$ cat src/rtl/sobel_window_core_if.sv
// Column-tap input and processed-pixel output of the Sobel window core.
// The core takes the slave view; whoever feeds it and collects results takes the master view.
interface sobel_window_core_if;
    logic       valid_i;
    logic [7:0] data0_i;
    logic [7:0] data1_i;
    logic [7:0] data2_i;
    logic       valid_o;
    logic [7:0] pixel_o;
    logic       eol_o;
    logic       eof_o;

    modport master (
        output valid_i, data0_i, data1_i, data2_i,
        input  valid_o, pixel_o, eol_o, eof_o
    );

    modport slave (
        input  valid_i, data0_i, data1_i, data2_i,
        output valid_o, pixel_o, eol_o, eof_o
    );
endinterface

$ cat src/rtl/sobel_window_core.sv
// Sliding 3x3 window over the line-buffer taps with a 3-stage Sobel |Gx|+|Gy| pipeline.
// Produces one saturated 8-bit pixel per complete window, with end-of-line/frame flags.
module sobel_window_core #(
    parameter int IMG_WIDTH  = 640,
    parameter int IMG_HEIGHT = 480
) (
    input  logic              clk,
    input  logic              rst,
    sobel_window_core_if.slave bus
);
    localparam int CW = $clog2(IMG_WIDTH);
    localparam int LW = $clog2(IMG_HEIGHT - 1);
    localparam logic [CW-1:0] COL_LAST  = CW'(IMG_WIDTH - 1);
    localparam logic [LW-1:0] LINE_LAST = LW'(IMG_HEIGHT - 2);

    logic [CW-1:0]         col_cnt_q, col_cnt_d;
    logic [LW-1:0]         line_cnt_q, line_cnt_d;
    logic [2:0][2:0][7:0]  win_q, win_d;
    logic                  v1_q, v1_d, eol1_q, eol1_d, eof1_q, eof1_d;
    logic signed [10:0]    gx_q, gx_d, gy_q, gy_d;
    logic                  v2_q, v2_d, eol2_q, eol2_d, eof2_q, eof2_d;
    logic [7:0]            pixel_q, pixel_d;
    logic                  valid_o_q, valid_o_d, eol_o_q, eol_o_d, eof_o_q, eof_o_d;

    logic                  complete;
    logic [9:0]            gx_pos, gx_neg, gy_pos, gy_neg;
    logic [10:0]           abs_x, abs_y;
    logic [11:0]           mag;

    // Stage 1: counters and window capture; win[r][c] with r0 = top row, c2 = newest column.
    always_comb begin
        col_cnt_d  = col_cnt_q;
        line_cnt_d = line_cnt_q;
        win_d      = win_q;
        v1_d       = 1'b0;
        eol1_d     = 1'b0;
        eof1_d     = 1'b0;
        complete   = (col_cnt_q >= CW'(2)) && (line_cnt_q != '0);
        if (bus.valid_i) begin
            for (int r = 0; r < 3; r++) begin
                win_d[r][0] = win_q[r][1];
                win_d[r][1] = win_q[r][2];
            end
            win_d[0][2] = bus.data2_i;
            win_d[1][2] = bus.data1_i;
            win_d[2][2] = bus.data0_i;
            v1_d   = complete;
            eol1_d = complete && (col_cnt_q == COL_LAST);
            eof1_d = complete && (col_cnt_q == COL_LAST) && (line_cnt_q == LINE_LAST);
            if (col_cnt_q == COL_LAST) begin
                col_cnt_d  = '0;
                line_cnt_d = (line_cnt_q == LINE_LAST) ? '0 : line_cnt_q + 1'b1;
            end else begin
                col_cnt_d = col_cnt_q + 1'b1;
            end
        end
    end

    // Stage 2: signed gradients, each the difference of two weighted 10-bit sums.
    always_comb begin
        gx_pos = {2'b0, win_q[0][2]} + {1'b0, win_q[1][2], 1'b0} + {2'b0, win_q[2][2]};
        gx_neg = {2'b0, win_q[0][0]} + {1'b0, win_q[1][0], 1'b0} + {2'b0, win_q[2][0]};
        gy_pos = {2'b0, win_q[2][0]} + {1'b0, win_q[2][1], 1'b0} + {2'b0, win_q[2][2]};
        gy_neg = {2'b0, win_q[0][0]} + {1'b0, win_q[0][1], 1'b0} + {2'b0, win_q[0][2]};
        gx_d   = signed'({1'b0, gx_pos}) - signed'({1'b0, gx_neg});
        gy_d   = signed'({1'b0, gy_pos}) - signed'({1'b0, gy_neg});
        v2_d   = v1_q;
        eol2_d = eol1_q;
        eof2_d = eof1_q;
    end

    // Stage 3: magnitude and saturation; flags are gated so they never appear without valid.
    always_comb begin
        abs_x     = gx_q[10] ? 11'(-gx_q) : 11'(gx_q);
        abs_y     = gy_q[10] ? 11'(-gy_q) : 11'(gy_q);
        mag       = {1'b0, abs_x} + {1'b0, abs_y};
        pixel_d   = pixel_q;
        if (v2_q) begin
            pixel_d = (mag > 12'd255) ? 8'd255 : mag[7:0];
        end
        valid_o_d = v2_q;
        eol_o_d   = v2_q && eol2_q;
        eof_o_d   = v2_q && eof2_q;
    end

    always_ff @(posedge clk or negedge rst) begin
        if (!rst) begin
            col_cnt_q  <= '0;
            line_cnt_q <= '0;
            win_q      <= '0;
            v1_q       <= 1'b0;
            eol1_q     <= 1'b0;
            eof1_q     <= 1'b0;
            gx_q       <= '0;
            gy_q       <= '0;
            v2_q       <= 1'b0;
            eol2_q     <= 1'b0;
            eof2_q     <= 1'b0;
            pixel_q    <= '0;
            valid_o_q  <= 1'b0;
            eol_o_q    <= 1'b0;
            eof_o_q    <= 1'b0;
        end else begin
            col_cnt_q  <= col_cnt_d;
            line_cnt_q <= line_cnt_d;
            win_q      <= win_d;
            v1_q       <= v1_d;
            eol1_q     <= eol1_d;
            eof1_q     <= eof1_d;
            gx_q       <= gx_d;
            gy_q       <= gy_d;
            v2_q       <= v2_d;
            eol2_q     <= eol2_d;
            eof2_q     <= eof2_d;
            pixel_q    <= pixel_d;
            valid_o_q  <= valid_o_d;
            eol_o_q    <= eol_o_d;
            eof_o_q    <= eof_o_d;
        end
    end

    assign bus.valid_o = valid_o_q;
    assign bus.pixel_o = pixel_q;
    assign bus.eol_o   = eol_o_q;
    assign bus.eof_o   = eof_o_q;
endmodule

$ cat src/flat_wrapper.sv
// flat-port wrapper written by rule: the top's interface ports become plain ports
module sobel_window_core_flat 
#(
    parameter int IMG_WIDTH  = 640,
    parameter int IMG_HEIGHT = 480
)
  (clk, rst, bus_valid_i, bus_data0_i, bus_data1_i, bus_data2_i, bus_valid_o, bus_pixel_o, bus_eol_o, bus_eof_o);
  sobel_window_core_if bus_i ();
  input  logic clk;
  input  logic rst;
  input wire logic [$bits(bus_i.valid_i)-1:0] bus_valid_i;
  input wire logic [$bits(bus_i.data0_i)-1:0] bus_data0_i;
  input wire logic [$bits(bus_i.data1_i)-1:0] bus_data1_i;
  input wire logic [$bits(bus_i.data2_i)-1:0] bus_data2_i;
  output wire logic [$bits(bus_i.valid_o)-1:0] bus_valid_o;
  output wire logic [$bits(bus_i.pixel_o)-1:0] bus_pixel_o;
  output wire logic [$bits(bus_i.eol_o)-1:0] bus_eol_o;
  output wire logic [$bits(bus_i.eof_o)-1:0] bus_eof_o;
  assign bus_i.valid_i = bus_valid_i;
  assign bus_i.data0_i = bus_data0_i;
  assign bus_i.data1_i = bus_data1_i;
  assign bus_i.data2_i = bus_data2_i;
  assign bus_valid_o = bus_i.valid_o;
  assign bus_pixel_o = bus_i.pixel_o;
  assign bus_eol_o = bus_i.eol_o;
  assign bus_eof_o = bus_i.eof_o;
  sobel_window_core #(.IMG_WIDTH(IMG_WIDTH), .IMG_HEIGHT(IMG_HEIGHT)) u_core (.clk(clk), .rst(rst), .bus(bus_i));
endmodule
$ cat config.mk
export PLATFORM = sky130hd
export DESIGN_NAME = sobel_window_core_flat
export DESIGN_NICKNAME = d
export VERILOG_FILES = /design/src/rtl/sobel_window_core_if.sv /design/src/rtl/sobel_window_core.sv /design/src/flat_wrapper.sv
export SDC_FILE = /design/constraint.sdc
export NUM_CORES = 1
export LEC_CHECK = 0
export CORE_MARGIN = 3
export CORE_UTILIZATION = 28
export CTS_CLUSTER_SIZE = 8
export DETAILED_ROUTE_END_ITERATION = 10
export GPL_TIMING_DRIVEN = 0
export HOLD_SLACK_MARGIN = 0.05
export PLACE_DENSITY = 0.54
export SETUP_SLACK_MARGIN = 0.1
export SLEW_MARGIN = 20
export SYNTH_ARGS = -nofsm -noshare
export SYNTH_HDL_FRONTEND = slang
export SYNTH_SLANG_ARGS = --single-unit
$ cat constraint.sdc
create_clock -name clk -period 3.85 [get_ports clk]
set_clock_uncertainty 0.1 [all_clocks]
set_input_delay 0.385 -clock clk [delete_from_list [all_inputs] [get_ports clk]]
set_output_delay 0.385 -clock clk [all_outputs]
set_load 0.02 [all_outputs]
==> summary.txt <==
Power
  – Pleak: 3.92 nW
  – Worst vdd ir: ~0.46 mV
  – Power, Total: between 9 and 10 mW
  – Pwr dens: between 900 and 1000 nW/um2

Global routing
  – Vias in the first global route: around 5400
  – First-pass GRT wire length: about 28 mm
  – Initial antenna violation count: 0
  – Gr ovfl total: 0
  – Largest net degree at the start of global routing: just over 80
  – Gr usage total: between 10% and 20%

Route
  – 1st-iter DRT viols: 216
  – WL/cell: approximately 15 um
  – Final ANT Viol Nets: 0
  – Residual DRC: 0
  – Vias/cell: approximately 4.4
  – Final Routed Wirelength: 16.5 mm
  – Vias after detailed routing: about 5000
  – 1st-pass router iterations: 4

Final layout
  – Final nets: roughly 900
  – Final Instance Area: between 9000 and 10000 um2
  – FILL cells: about 2700
  – Ant. Diodes: 0
  – Area delta synth->final: 19.2%
  – Layout cells sized above 1: roughly an eighth
  – Final design utilization: roughly a third

STA
  – RSZ-0062 raised after global routing: yes
  – Fmax: ~0.27 GHz
  – Max-slew headroom: between 40% and 50%
  – Slew of the pin with the lowest slew margin: 0.788 ns
  – # setup viols final: 0
  – Final Max Slew Viols: 0
  – Final min period: roughly 3.6 ns
  – Final Hold Vio Count: 0
  – Final period util: a little over nine tenths

Synth
  – Mapped Avg Cell Area: approximately 11 um2
  – Mapped Cells: between 600 and 700
  – EDFF count, synth: 0
  – Post-synth ARST share: 100%
  – Syn nets: roughly 820
  – Cell variety after synth: 56
  – Synthesized flop and latch total: 130
  – Sequential share of the synthesized area: 42.0%
  – Post-Syn Area: approximately 7700 um2
  – Top FF cell, synth: dfrtp_1
  – Yosys warnings: 0

Clock tree
  – CTS tree: yes
  – Maximum clock path buffer count: 2
  – Clock transition at path regs: 0.06 ns
  – Num Clock Sinks: between 100 and 150
  – Root Buffer: clkbuf_16
  – H-tree level count: 4
  – Clk_lat worst skew: approximately 0.42 ns
  – CTS Buf Count: 17

Worst setup path
  – Crit. Startpoint: u_core.win_q[50]
  – Worst r2r dst: u_core.gx_q[10]
  – Worst Setup EP: u_core.gx_q[10]
  – CP Class: flop to flop
  – CP required: 4.11 ns
  – Worst R2R Setup Slack: about 0.20 ns
  – Endpoint class of the critical path: flop
  – Crit Path Max Fanout: 2
  – Startpoint types: flop
  – R2r startpoint: u_core.win_q[50]
  – CP arrival: 3.90 ns
  – Worst R2R Path Depth: 12

Placed design
  – GP Congestion: a little over 0.8
  – Placed cell areas: roughly 8600 um2
  – Post-DP HPWL: between 10 and 15 mm
  – Port bufs: 36

Run status
  – Status: finished, final reports clean

Min path
  – Worst hold path type: flop to flop

Floorplan
  – DIE HEIGHT: about 170 um
  – Core box area: ~27000 um2
  – I/O pin total: 38
  – Row count: 60
  – Initial Utilization: between 20 and 30%
  – Die width: approximately 170 um
  – Die Area: around 30000 um2

Flow run
  – MaxCap Viol Count: 0
## synthesized netlist by cell type (2+ instances only)
library cell  count  share of area, %
xor2_1            9               1.0
nor2b_1           4              0.32
a31oi_1           3              0.24
o21ai_1           3              0.19
o41ai_1           4              0.45
buf_1             2             0.097
a211oi_1          2              0.19
and2_1            5              0.40
dfrtp_1         130                42
nor3_1            6              0.39
mux2_2           36               5.2
o211ai_1          3              0.29
nand4_1           8              0.65
or3_1             4              0.32
buf_4             2              0.19
nor4b_1           2              0.23
clkbuf_1         13              0.63
a21o_1            4              0.39
buf_6             2              0.29
nand2b_1          6              0.48
a21oi_1          23               1.5
or4_1             4              0.39
o21ai_0          65               4.2
nand2_1          62               3.0
nand3_1          11              0.71
o31ai_1           5              0.48
ha_1             42               6.8
nor4_1            2              0.16
a21boi_0          4              0.39
fa_1             63                16
xnor2_1          33               3.7
o21a_1            2              0.19
nor2_1           30               1.5
and3_1            5              0.40
inv_1            72               3.5
## placed cells by master (no fill, tap or decap), types with 3 or more instances in the layout
master | synthesis | final
and2_1 | 5 | 5
inv_1 | 72 | 70
nand2_1 | 62 | 62
nor2b_1 | 4 | 4
clkbuf_1 | 13 | 13
nor2_1 | 30 | 30
o31ai_1 | 5 | 5
xor2_1 | 9 | 9
dfrtp_1 | 130 | 129
nand4_1 | 8 | 8
a21o_1 | 4 | 4
a21oi_1 | 23 | 22
o211ai_1 | 3 | 3
or3_1 | 4 | 4
mux2_2 | 36 | 36
clkdlybuf4s50_1 | 0 | 35
a21boi_1 | 0 | 3
or4_1 | 4 | 4
clkbuf_16 | 0 | 17
nor3_1 | 6 | 6
nand2b_1 | 6 | 6
clkinvlp_4 | 0 | 5
o21ai_0 | 65 | 62
ha_1 | 42 | 42
nand3_1 | 11 | 11
a31oi_1 | 3 | 3
and3_1 | 5 | 5
buf_4 | 2 | 5
xnor2_1 | 33 | 33
fa_1 | 63 | 62
inv_6 | 0 | 5
o21ai_1 | 3 | 6
## through the flow
stage / cells / setup WS [ns] / TNS [ns] / hold slack, ns
final: 1137 / 0.204 / 0 / 0.247
after global routing: 1137 / 0.0593 / 0 / 0.255
after global placement: 1100 / -3.29 / -426.85 / 0.238
after floorplan: 692 / 0.373 / 0 / -0.0106
after CTS: 1134 / 0.109 / 0 / 0.247
after detailed placement: 1101 / -0.00978 / -0.00978 / 0.219
## worst max-delay path, cell delays in order, from the launching register on
cell and delay [ns]:
dfrtp_1 0.37, inv_1 0.08, fa_1 0.56, fa_1 0.44, fa_1 0.52, ha_1 0.32, a21o_1 0.20, a21oi_2 0.14
nand2b_1 0.12, a21boi_1 0.10, o41ai_2 0.34, buf_4 0.17, o21a_1 0.12
## area by class of cell
type                            count  area [um2]  area share, %
Buffer                             20        98.8           1.07
Clock buffer                       17         425           4.60
Clock inverter                     15         151           1.64
Inverter                           72         270           2.93
Multi-Input combinational cell    470        4150           44.9
Sequential cell                   130        3250           35.2
Tap cell                          372         465           5.04
Timing Repair Buffer               41         425           4.60
## logic make-up (layout without fill, tap and decap cells)
logic type | after synthesis | after routing | share of synthesized area (%)
AOI/OAI and AO/OA | 127 | 127 | 9.85
xor gates and xnor gates | 42 | 42 | 4.75
adders and majority gates | 105 | 105 | 23.1
buffers and inverters | 92 | 165 | 4.76
DFF | 130 | 130 | 42.0
muxes | 38 | 38 | 5.55
and+or+nand+nor | 158 | 158 | 10.0
## power by group
| part | internal [mW] | switching, mW |
|---|---|---|
| logic | 2.69 | 2.99 |
| clock network | 0.908 | 0.692 |
| registers | 1.72 | 0.237 |
| total | 5.31 | 3.92 |
## routing by layer
metal | GRT usage (%) | vias up | routed length, um
li1 | - | 2450 | -
met1 | 17.4 | 2460 | 8510
met2 | 18.6 | 66 | 7340
met3 | 2.42 | 19 | 414
met4 | 3.64 | 0 | 268
met5 | 0 | - | 0
## worst min path at each step
| stage | startpoint | depth (start not counted) | endpoint | slack, ns |
|---|---|---|---|---|
| 3_3_place_gp | u_core.eol1_q | 0 | u_core.eol2_q | 0.24 |
| 2_1_floorplan | rst | 0 | u_core.bus.eof_o | -0.01 |
| 5_1_grt | u_core.eof1_q | 0 | u_core.eof2_q | 0.26 |
| 4_1_cts | u_core.eof1_q | 0 | u_core.eof2_q | 0.25 |
| 6_report | u_core.eof1_q | 0 | u_core.eof2_q | 0.25 |
| 3_5_place_dp | rst | 1 | u_core.bus.valid_o | 0.22 |
## repair_timing
item                                    CTS  global route
hold buffers                              1             0
pin swaps                                 0            12
gates resized for setup                   4             9
hold endpoints to repair                 48             0
buffers inserted                          0             3
endpoints found under the setup margin    7            16
gates cloned                              0             0
## state kept, by name, summed over array words and instances, names as in the netlist
signal / count
u_core.eof2_q: 1
u_core.bus.eol_o: 1
u_core.win_q: 72
u_core.eof1_q: 1
u_core.bus.eof_o: 1
u_core.gx_q: 11
u_core.eol1_q: 1
u_core.col_cnt_q: 10
u_core.line_cnt_q: 9
u_core.bus.valid_o: 1
u_core.v1_q: 1
u_core.gy_q: 11
u_core.v2_q: 1
u_core.bus.pixel_o: 8
u_core.eol2_q: 1
(Power assumes the default switching activity.)
